===== src/rtl/tt_and_drv_pkg.sv =====
// Shared types and constants for the tt_um_and stimulus driver/checker.
package tt_and_drv_pkg;

    typedef enum logic [1:0] {IDLE, APPLY, SAMPLE, DONE} drv_state_t;

    localparam logic [15:0] LFSR_POLY         = 16'hB400;
    localparam logic [15:0] LFSR_DEFAULT_SEED = 16'hACE1;

    // Right-shift Galois step; feedback taps come from LFSR_POLY.
    function automatic logic [15:0] lfsr_step(input logic [15:0] l);
        return (l >> 1) ^ (l[0] ? LFSR_POLY : 16'h0000);
    endfunction

endpackage


===== src/rtl/tt_and_drv_lfsr.sv =====
// 16-bit Galois LFSR with load/advance/enable. A zero seed would lock the
// register at zero, so it is replaced by LFSR_DEFAULT_SEED on load.
module tt_and_drv_lfsr
    import tt_and_drv_pkg::*;
(
    input  logic        clk,
    input  logic        rst,
    input  logic        en,
    input  logic        load,
    input  logic        advance,
    input  logic [15:0] seed,
    output logic [15:0] nxt
);

    logic [15:0] value;

    // nxt is the value the register takes at the coming enabled edge; the
    // top loads its operand registers from it so a/b track the LFSR.
    always_comb begin
        nxt = value;
        if (load)
            nxt = (seed == 16'h0000) ? LFSR_DEFAULT_SEED : seed;
        else if (advance)
            nxt = lfsr_step(value);
    end

    always_ff @(posedge clk or posedge rst) begin
        if (rst)
            value <= LFSR_DEFAULT_SEED;
        else if (en)
            value <= nxt;
    end

endmodule


===== src/rtl/tt_um_and_driver.sv =====
// Stimulus driver and checker for the tt_um_and core. Define
// TT_AND_DRV_CHECK_EN to build the y-vs-(a&b) comparator and err_count.
module tt_um_and_driver
    import tt_and_drv_pkg::*;
#(
    parameter int WIDTH   = 8,
    parameter int SETTLE  = 2,
    parameter int NUM_VEC = 16
) (
    input  logic             clk,
    input  logic             reset,
    input  logic             ena,
    input  logic             start,
    input  logic [15:0]      seed,
    input  logic [WIDTH-1:0] y,
    output logic [WIDTH-1:0] a,
    output logic [WIDTH-1:0] b,
    output logic             busy,
    output logic             done,
    output logic [7:0]       vec_count,
    output logic [7:0]       err_count
);

    localparam int CW = (SETTLE > 1) ? $clog2(SETTLE) : 1;

    drv_state_t  state, state_n;
    logic [CW-1:0] settle_cnt;
    logic [15:0] lfsr_nxt;
    logic        load, advance, last_vec;

    assign load     = start && (state == IDLE || state == DONE);
    assign advance  = (state == SAMPLE);
    assign last_vec = (vec_count == 8'(NUM_VEC - 1));
    assign busy     = (state == APPLY) || (state == SAMPLE);
    assign done     = (state == DONE);

    tt_and_drv_lfsr u_lfsr (
        .clk     (clk),
        .rst     (reset),
        .en      (ena),
        .load    (load),
        .advance (advance),
        .seed    (seed),
        .nxt     (lfsr_nxt)
    );

    always_comb begin
        state_n = state;
        case (state)
            IDLE, DONE: if (start) state_n = APPLY;
            APPLY:      if (settle_cnt == CW'(SETTLE - 1)) state_n = SAMPLE;
            SAMPLE:     state_n = last_vec ? DONE : APPLY;
            default:    state_n = IDLE;
        endcase
    end

    always_ff @(posedge clk or posedge reset) begin
        if (reset)
            state <= IDLE;
        else if (ena)
            state <= state_n;
    end

    always_ff @(posedge clk or posedge reset) begin
        if (reset) begin
            a          <= '0;
            b          <= '0;
            settle_cnt <= '0;
            vec_count  <= '0;
        end else if (ena) begin
            if (load) begin
                a          <= lfsr_nxt[15:8];
                b          <= lfsr_nxt[7:0];
                settle_cnt <= '0;
                vec_count  <= '0;
            end else if (state == APPLY) begin
                settle_cnt <= settle_cnt + CW'(1);
            end else if (state == SAMPLE) begin
                a          <= lfsr_nxt[15:8];
                b          <= lfsr_nxt[7:0];
                settle_cnt <= '0;
                vec_count  <= vec_count + 8'd1;
            end
        end
    end

`ifdef TT_AND_DRV_CHECK_EN
    logic mismatch;
    assign mismatch = (y != (a & b));

    always_ff @(posedge clk or posedge reset) begin
        if (reset)
            err_count <= '0;
        else if (ena) begin
            if (load)
                err_count <= '0;
            else if (state == SAMPLE && mismatch && err_count != 8'hFF)
                err_count <= err_count + 8'd1;
        end
    end
`else
    logic unused;
    assign unused    = ^y;
    assign err_count = '0;
`endif

endmodule


===== config.mk =====
export PLATFORM = sky130hd
export DESIGN_NAME = tt_um_and_driver
export DESIGN_NICKNAME = d
export VERILOG_FILES = /design/src/rtl/tt_and_drv_pkg.sv /design/src/rtl/tt_and_drv_lfsr.sv /design/src/rtl/tt_um_and_driver.sv
export SDC_FILE = /design/constraint.sdc
export NUM_CORES = 1
export LEC_CHECK = 0
export CAP_MARGIN = 20
export CELL_PAD_IN_SITES_DETAIL_PLACEMENT = 1
export CELL_PAD_IN_SITES_GLOBAL_PLACEMENT = 1
export CORE_MARGIN = 2
export CORE_UTILIZATION = 34
export CTS_CLUSTER_SIZE = 30
export DETAILED_ROUTE_END_ITERATION = 16
export GPL_ROUTABILITY_DRIVEN = 0
export HOLD_SLACK_MARGIN = 0.03
export PLACE_DENSITY_LB_ADDON = 0.1
export SLEW_MARGIN = 15
export SYNTH_ARGS = -nofsm -noshare
export SYNTH_HDL_FRONTEND = slang
export SYNTH_SLANG_ARGS = --single-unit

===== constraint.sdc =====
create_clock -name clk -period 1.55 [get_ports clk]
set_input_delay 0.2325 -clock clk [delete_from_list [all_inputs] [get_ports clk]]
set_output_delay 0.2325 -clock clk [all_outputs]
set_load 0.01 [all_outputs]

* After elaboration in Yosys (flattened, before gate mapping)
Cells that the tools add are included.
** Cells by class
- Add/sub/neg operators :: 2
- Equality and inequality tests :: 7
- Mux-type cells :: 20
- Bitwise logic cells :: 1
- Reduce and logical (&&, ||, !) cells :: 11
** Operators with widths (number)
- 8-bit two-way mux :: 9
- 16-bit two-way mux :: 4
- 16-bit logical NOT :: 1
- 15-bit by 16-bit XOR with 16-bit output :: 1
- 8-bit by 1-bit adder with 8-bit output (second input constant) :: 1
- 8-bit by 4-bit == test with 1-bit output (second input constant) :: 1
- 2-bit two-way mux :: 3
- 2-bit != test (second input constant) :: 3
- 2-bit case mux with 3 select lines :: 1
- 3-bit AND reduction :: 2
- 2-bit == test (second input constant) :: 2
- 1-bit two-way mux :: 3
- 3-bit nonzero test :: 1
- 2-bit by 1-bit == test with 1-bit output (second input constant) :: 1
- 2-bit logical NOT :: 1
- 1-bit logical OR :: 2
- 2-bit AND reduction :: 1
- 2-bit nonzero test :: 1
- 2-bit OR reduction :: 1
- 1-bit adder (second input constant) :: 1
- 1-bit logical AND :: 1
** Storage, ports and cells
- Register bits :: 43
- Input bits :: 28
- Logic and storage cells :: 47

* Depth between registers and ports, before layout
- Word-level depth :: 7
- Gate-level depth with buffers :: 8
- Mapped depth without buffers :: 6

* Hierarchy
From an unflattened synthesis, not the netlist that was laid out.
** Unflattened totals
- Cell total of the unflattened synthesis :: 242
- Area total of the unflattened synthesis :: 2551.2 µm²
** Modules (own cells, without submodules)
- tt_um_and_driver :: instances 1, cells each 118, area each 1358.8 µm², seq. area each 675.6 µm²
- tt_and_drv_lfsr :: instances 1, cells each 124, area each 1192.4 µm², seq. area each 410.4 µm²

* Worst setup path before layout
OpenSTA, ideal clock, no wires.
- Kind :: flip-flop to flip-flop
- From :: register state[0]
- To :: register u_lfsr.value[9]
- Arrival time :: 1.578 ns
- Slack :: -0.152 ns
- Stages on the path, launching flop included :: 9
- Path buffers :: 2
- Period minus slack after synthesis :: 1.702 ns
- Path through :: dfrtp_1 > inv_1 > ha_1 > and2_1 > buf_2 > buf_4 > nand2_1 > o21ai_1 > mux2_2
** On the way
- Longest elaborated chain between the ends :: 4
** RTL lines
- start: declaration :: RTL line tt_um_and_driver.sv:26 : drv_state_t state, state_n;
- start signal: assignment :: RTL line tt_um_and_driver.sv:61 : state <= state_n;
- 2-bit == test or 2-bit logical NOT (tied branches) :: RTL line tt_um_and_driver.sv:31 : assign load = start && (state == IDLE || state == DONE);
- 1-bit logical OR :: RTL line tt_um_and_driver.sv:31
- 1-bit logical AND :: RTL line tt_um_and_driver.sv:31
- 16-bit two-way mux * :: RTL line tt_and_drv_lfsr.sv:21 : if (load)
- end signal: assignment :: RTL line tt_and_drv_lfsr.sv:31 : value <= nxt;
- end: declaration :: RTL line tt_and_drv_lfsr.sv:15 : logic [15:0] value;
Mark *: on every way between the ends. The rest lies on a longest branch, timed or not.
A chain may end at the register's enable or synchronous reset.

* Final worst setup path
- From :: register state[1]
- To :: register a[2]
** On the way
- Longest elaborated chain between the ends :: 7
** RTL lines
- 2-bit == test or 2-bit logical NOT (tied branches) :: RTL line tt_um_and_driver.sv:31
- 1-bit logical OR :: RTL line tt_um_and_driver.sv:31
- 1-bit logical AND :: RTL line tt_um_and_driver.sv:31
- 16-bit two-way mux :: RTL line tt_and_drv_lfsr.sv:21
- 8-bit two-way mux :: RTL line tt_um_and_driver.sv:78 : end else if (state == SAMPLE) begin
- 8-bit two-way mux :: RTL line tt_um_and_driver.sv:76 : end else if (state == APPLY) begin
- 8-bit two-way mux :: RTL line tt_um_and_driver.sv:71 : if (load) begin
- end signal: assignment :: RTL line tt_um_and_driver.sv:72 : a <= lfsr_nxt[15:8];
- end signal: assignment :: RTL line tt_um_and_driver.sv:79 : a <= lfsr_nxt[15:8];
- end: declaration :: RTL line tt_um_and_driver.sv:16 : output logic [WIDTH-1:0] a,
Parallel ways exist; a longest one is shown, timed or not. The select of a mux whose other input is x is not followed.

==> flow_metrics.py <==
metrics = {
    "outcome": {
        "outcome": "finished with violations",
        "violations": "setup timing",
    },
    "sta": {
        "rsz0062_at_grt": "true",
        "skew_ns": 0.00524,
        "period_share_pct": 109,
        "period_needed_ns": 1.69,
        "setup_violations": 33,
        "timing.final.ws_setup_ns": -0.140,
        "hold_viol_final": 0,
        "final_max_slew_viol_count": 0,
        "timing.fmax_ghz": 0.592,
        "timing.setup.tns_ns": -2.22,
    },
    "clock_tree": {
        "path_clk_slew_ns": 0.09,
        "htree_levels": 2,
        "cts_hold_buf": 0,
        "cts-root-buf": "clkbuf_8",
        "clk_latency_ns": 0.31,
        "cts_tree": "built",
        "cts_buffers": 5,
        "clock-sinks": 43,
        "clk_path_buf_depth": 2,
    },
    "worst_setup_path": {
        "cp.depth": 6,
        "arrival_ns": 1.89,
        "crit_buf_inv": 2,
        "cp_cell_sequence": "ha_4 -> a21oi_4 -> nor2_8 -> buf_12 -> buf_12 -> mux2_4",
        "r2r_cells": 6,
        "cp_common_cell": "buf_12",
        "crit_fanout": 5,
        "setup.worst_path.end": "a[2]",
        "critical_path_class": "flop to flop",
        "cp.required_ns": 1.75,
        "crit_slowest_cell": "dfrtp_1",
        "reg2reg_slack_ns": -0.14,
        "max_stage_delay_ns": 0.43,
        "reg2reg_to": "a[2]",
        "startpoint": "state[1]",
        "startpoint_type": "flop",
        "cp-end-kind": "flop",
        "cp_top_family": "flip-flops",
        "timing.rr.start": "state[1]",
    },
    "synth": {
        "ys_ff_latch": 43,
        "yosys-top-cells-area": "dfrtp_1 (36%), mux2_2 (13%), dfstp_2 (8.7%), mux2i_1 (5.0%), buf_4 (3.7%)",
        "syn_area_per_cell_um2": 11.2,
        "yosys_warnings": 0,
        "synthCells": 216,
        "ys.flop_type": "dfrtp_1",
        "synth-edff-count": 0,
        "synth.distinct_cells": 43,
        "ys_seq_area_share_pct": 44.9,
        "synth_area_leader_cell": "dfrtp_1",
        "yosysTopAreaCellShare_pct": 36.2,
        "syn_area_um2": 2420,
        "synth-async-reset-ratio_pct": 100,
    },
    "finish": {
        "layout_commonest_cell": "clkdlybuf4s50_1",
        "final_nets": 335,
        "fin_util_pct": 56.5,
        "num_antenna_cells": 0,
        "areaGrowthSynthToFinish_pct": 59.4,
        "drive_above_1_share_pct": 50.0,
        "instances_no_fill": 400,
        "final_cell_mix": "clkdlybuf4s50_1 (42), dfrtp_1 (33), buf_4 (26)",
        "finalInstanceArea_um2": 3860,
    },
    "floorplan": {
        "die_w_um": 88.4,
        "core_um2": 6830,
        "initial_core_util_pct": 35.4,
        "die_y_um": 88.4,
        "rows": 30,
        "io_pins": 62,
        "dieArea_um2": 7810,
    },
    "detailed_routing": {
        "vias_per_cell": 5.00,
        "first_pass_iters": 4,
        "drt-initial-drc-count": 88,
        "ant_nets": 0,
        "drc": 0,
        "vias": 2001,
        "routedWlPerCell_um": 17.8,
        "wl_um": 7120,
    },
    "global_routing": {
        "grt_pass1_wl_um": 10600,
        "grt_usage_pct": 17.8,
        "grt_max_degree": 44,
        "overflow": 0,
        "antenna_found_initial": 0,
        "grt_pass1_vias": 2007,
    },
    "power": {
        "pwr-share-seq_pct": 28.8,
        "powerDensity_nw_per_um2": 1920,
        "p_sw_w": 0.00273,
        "power.share.clock_pct": 11.4,
        "power_w": 0.00741,
        "sw_frac_of_total_pct": 36.9,
        "p_leak_nw": 1.63,
        "vdd_drop_max_mv": 0.951,
        "comb_power_share_pct": 59.8,
        "p_int_w": 0.00468,
    },
    "placement": {
        "placed_cells": 368,
        "io_buffers": 45,
        "dpl.hpwl_um": 4290,
        "postPlaceCellArea_um2": 3160,
    },
    "min_path": {
        "hold_path_class": "input port to async pin",
    },
    "flow_run": {
        "maxCapViolCount": 0,
    },
}
[stage by stage]
step,hold WS [ns],worst slack (ns)
floorplan,0.391,-0.0340
global placement,0.471,-0.349
detailed placement,0.479,-0.302
CTS,0.301,-0.123
global route,0.326,-0.187
finish,0.286,-0.140
[cells in the mapped netlist, types with 2 or more instances]
cell type and instances:
a21oi_1 6, a22oi_1 5, a2bb2oi_1 2, a32o_1 2
and2_1 2, buf_2 4, buf_4 12, clkbuf_1 2
dfrtp_1 35, dfstp_2 8, ha_1 4, inv_1 12
mux2_2 28, mux2i_1 12, nand2_1 16, nand3_1 4
nor2_1 6, nor2b_1 3, nor4_4 4, o21ai_0 12
o21ai_1 10, o31ai_1 4, xnor2_1 3
[layer usage]
metal  global-route usage [%]  share of wire, %  up-vias  wire [um]
met5                        0                 0        -          0
met4                     4.96               1.1        0         76
met3                     3.08               2.8        8        197
met2                     29.1                51       38       3610
met1                     24.2                45     1019       3230
li1                         -                 -      936          -
[sequential cells by signal, summed over array words and instances, names as in the netlist]
signal and cells:
a 8, b 8, settle_cnt 1, state 2
u_lfsr.value 16, vec_count 8
[power by group through the flow]
stage	registers [W]	clock network, W	logic (W)
floorplan	0.00211	0	0.00190
global placement	0.00208	0	0.00313
detailed placement	0.00209	0	0.00317
CTS	0.00207	0.000862	0.00360
global route	0.00221	0.000903	0.00478
finish	0.00214	0.000844	0.00443
[worst min-delay path: cells and delay by family]
family	cells	cell delay, ns
buffers and inverters	3	0.76
[worst min-delay path by stage]
stage | startpoint | end
after floorplan | ena | u_lfsr.value[8]
after global placement | a[4] | a[4]
after detailed placement | a[4] | a[4]
after CTS | reset | b[2]
after global routing | reset | b[2]
final | reset | b[1]
[logic make-up (layout without fill, tap and decap cells)]
family / Yosys count / after routing / synth area share [%]
AND/OR/NAND/NOR: 44 / 44 / 12.5
adder cells (fa/ha/maj): 4 / 4 / 2.07
XOR/XNOR: 3 / 3 / 1.09
multiplexers: 40 / 40 / 18.0
other: 1 / 8 / 0.155
AO/OA/AOI/OAI: 50 / 50 / 14.4
flip-flops: 43 / 43 / 44.9
buffers and inverters: 31 / 112 / 6.93
[layout make-up]
cell class,count,area (um^2)
Fill cell,708,2970
Multi-Input combinational cell,149,1520
Sequential cell,43,1090
Timing Repair Buffer,92,982
Tap cell,96,120
Clock buffer,7,96.3
Inverter,12,47.5
Clock inverter,1,7.51
[timing repair]
| item | 4_1_cts | 5_1_grt |
|---|---|---|
| gates resized for setup | 36 | 72 |
| setup buffers | 9 | 12 |
| gates cloned | 2 | 3 |
| pin swaps | 5 | 12 |
| endpoints found under the setup margin | 44 | 47 |
Power figures use the tool's default switching activity.
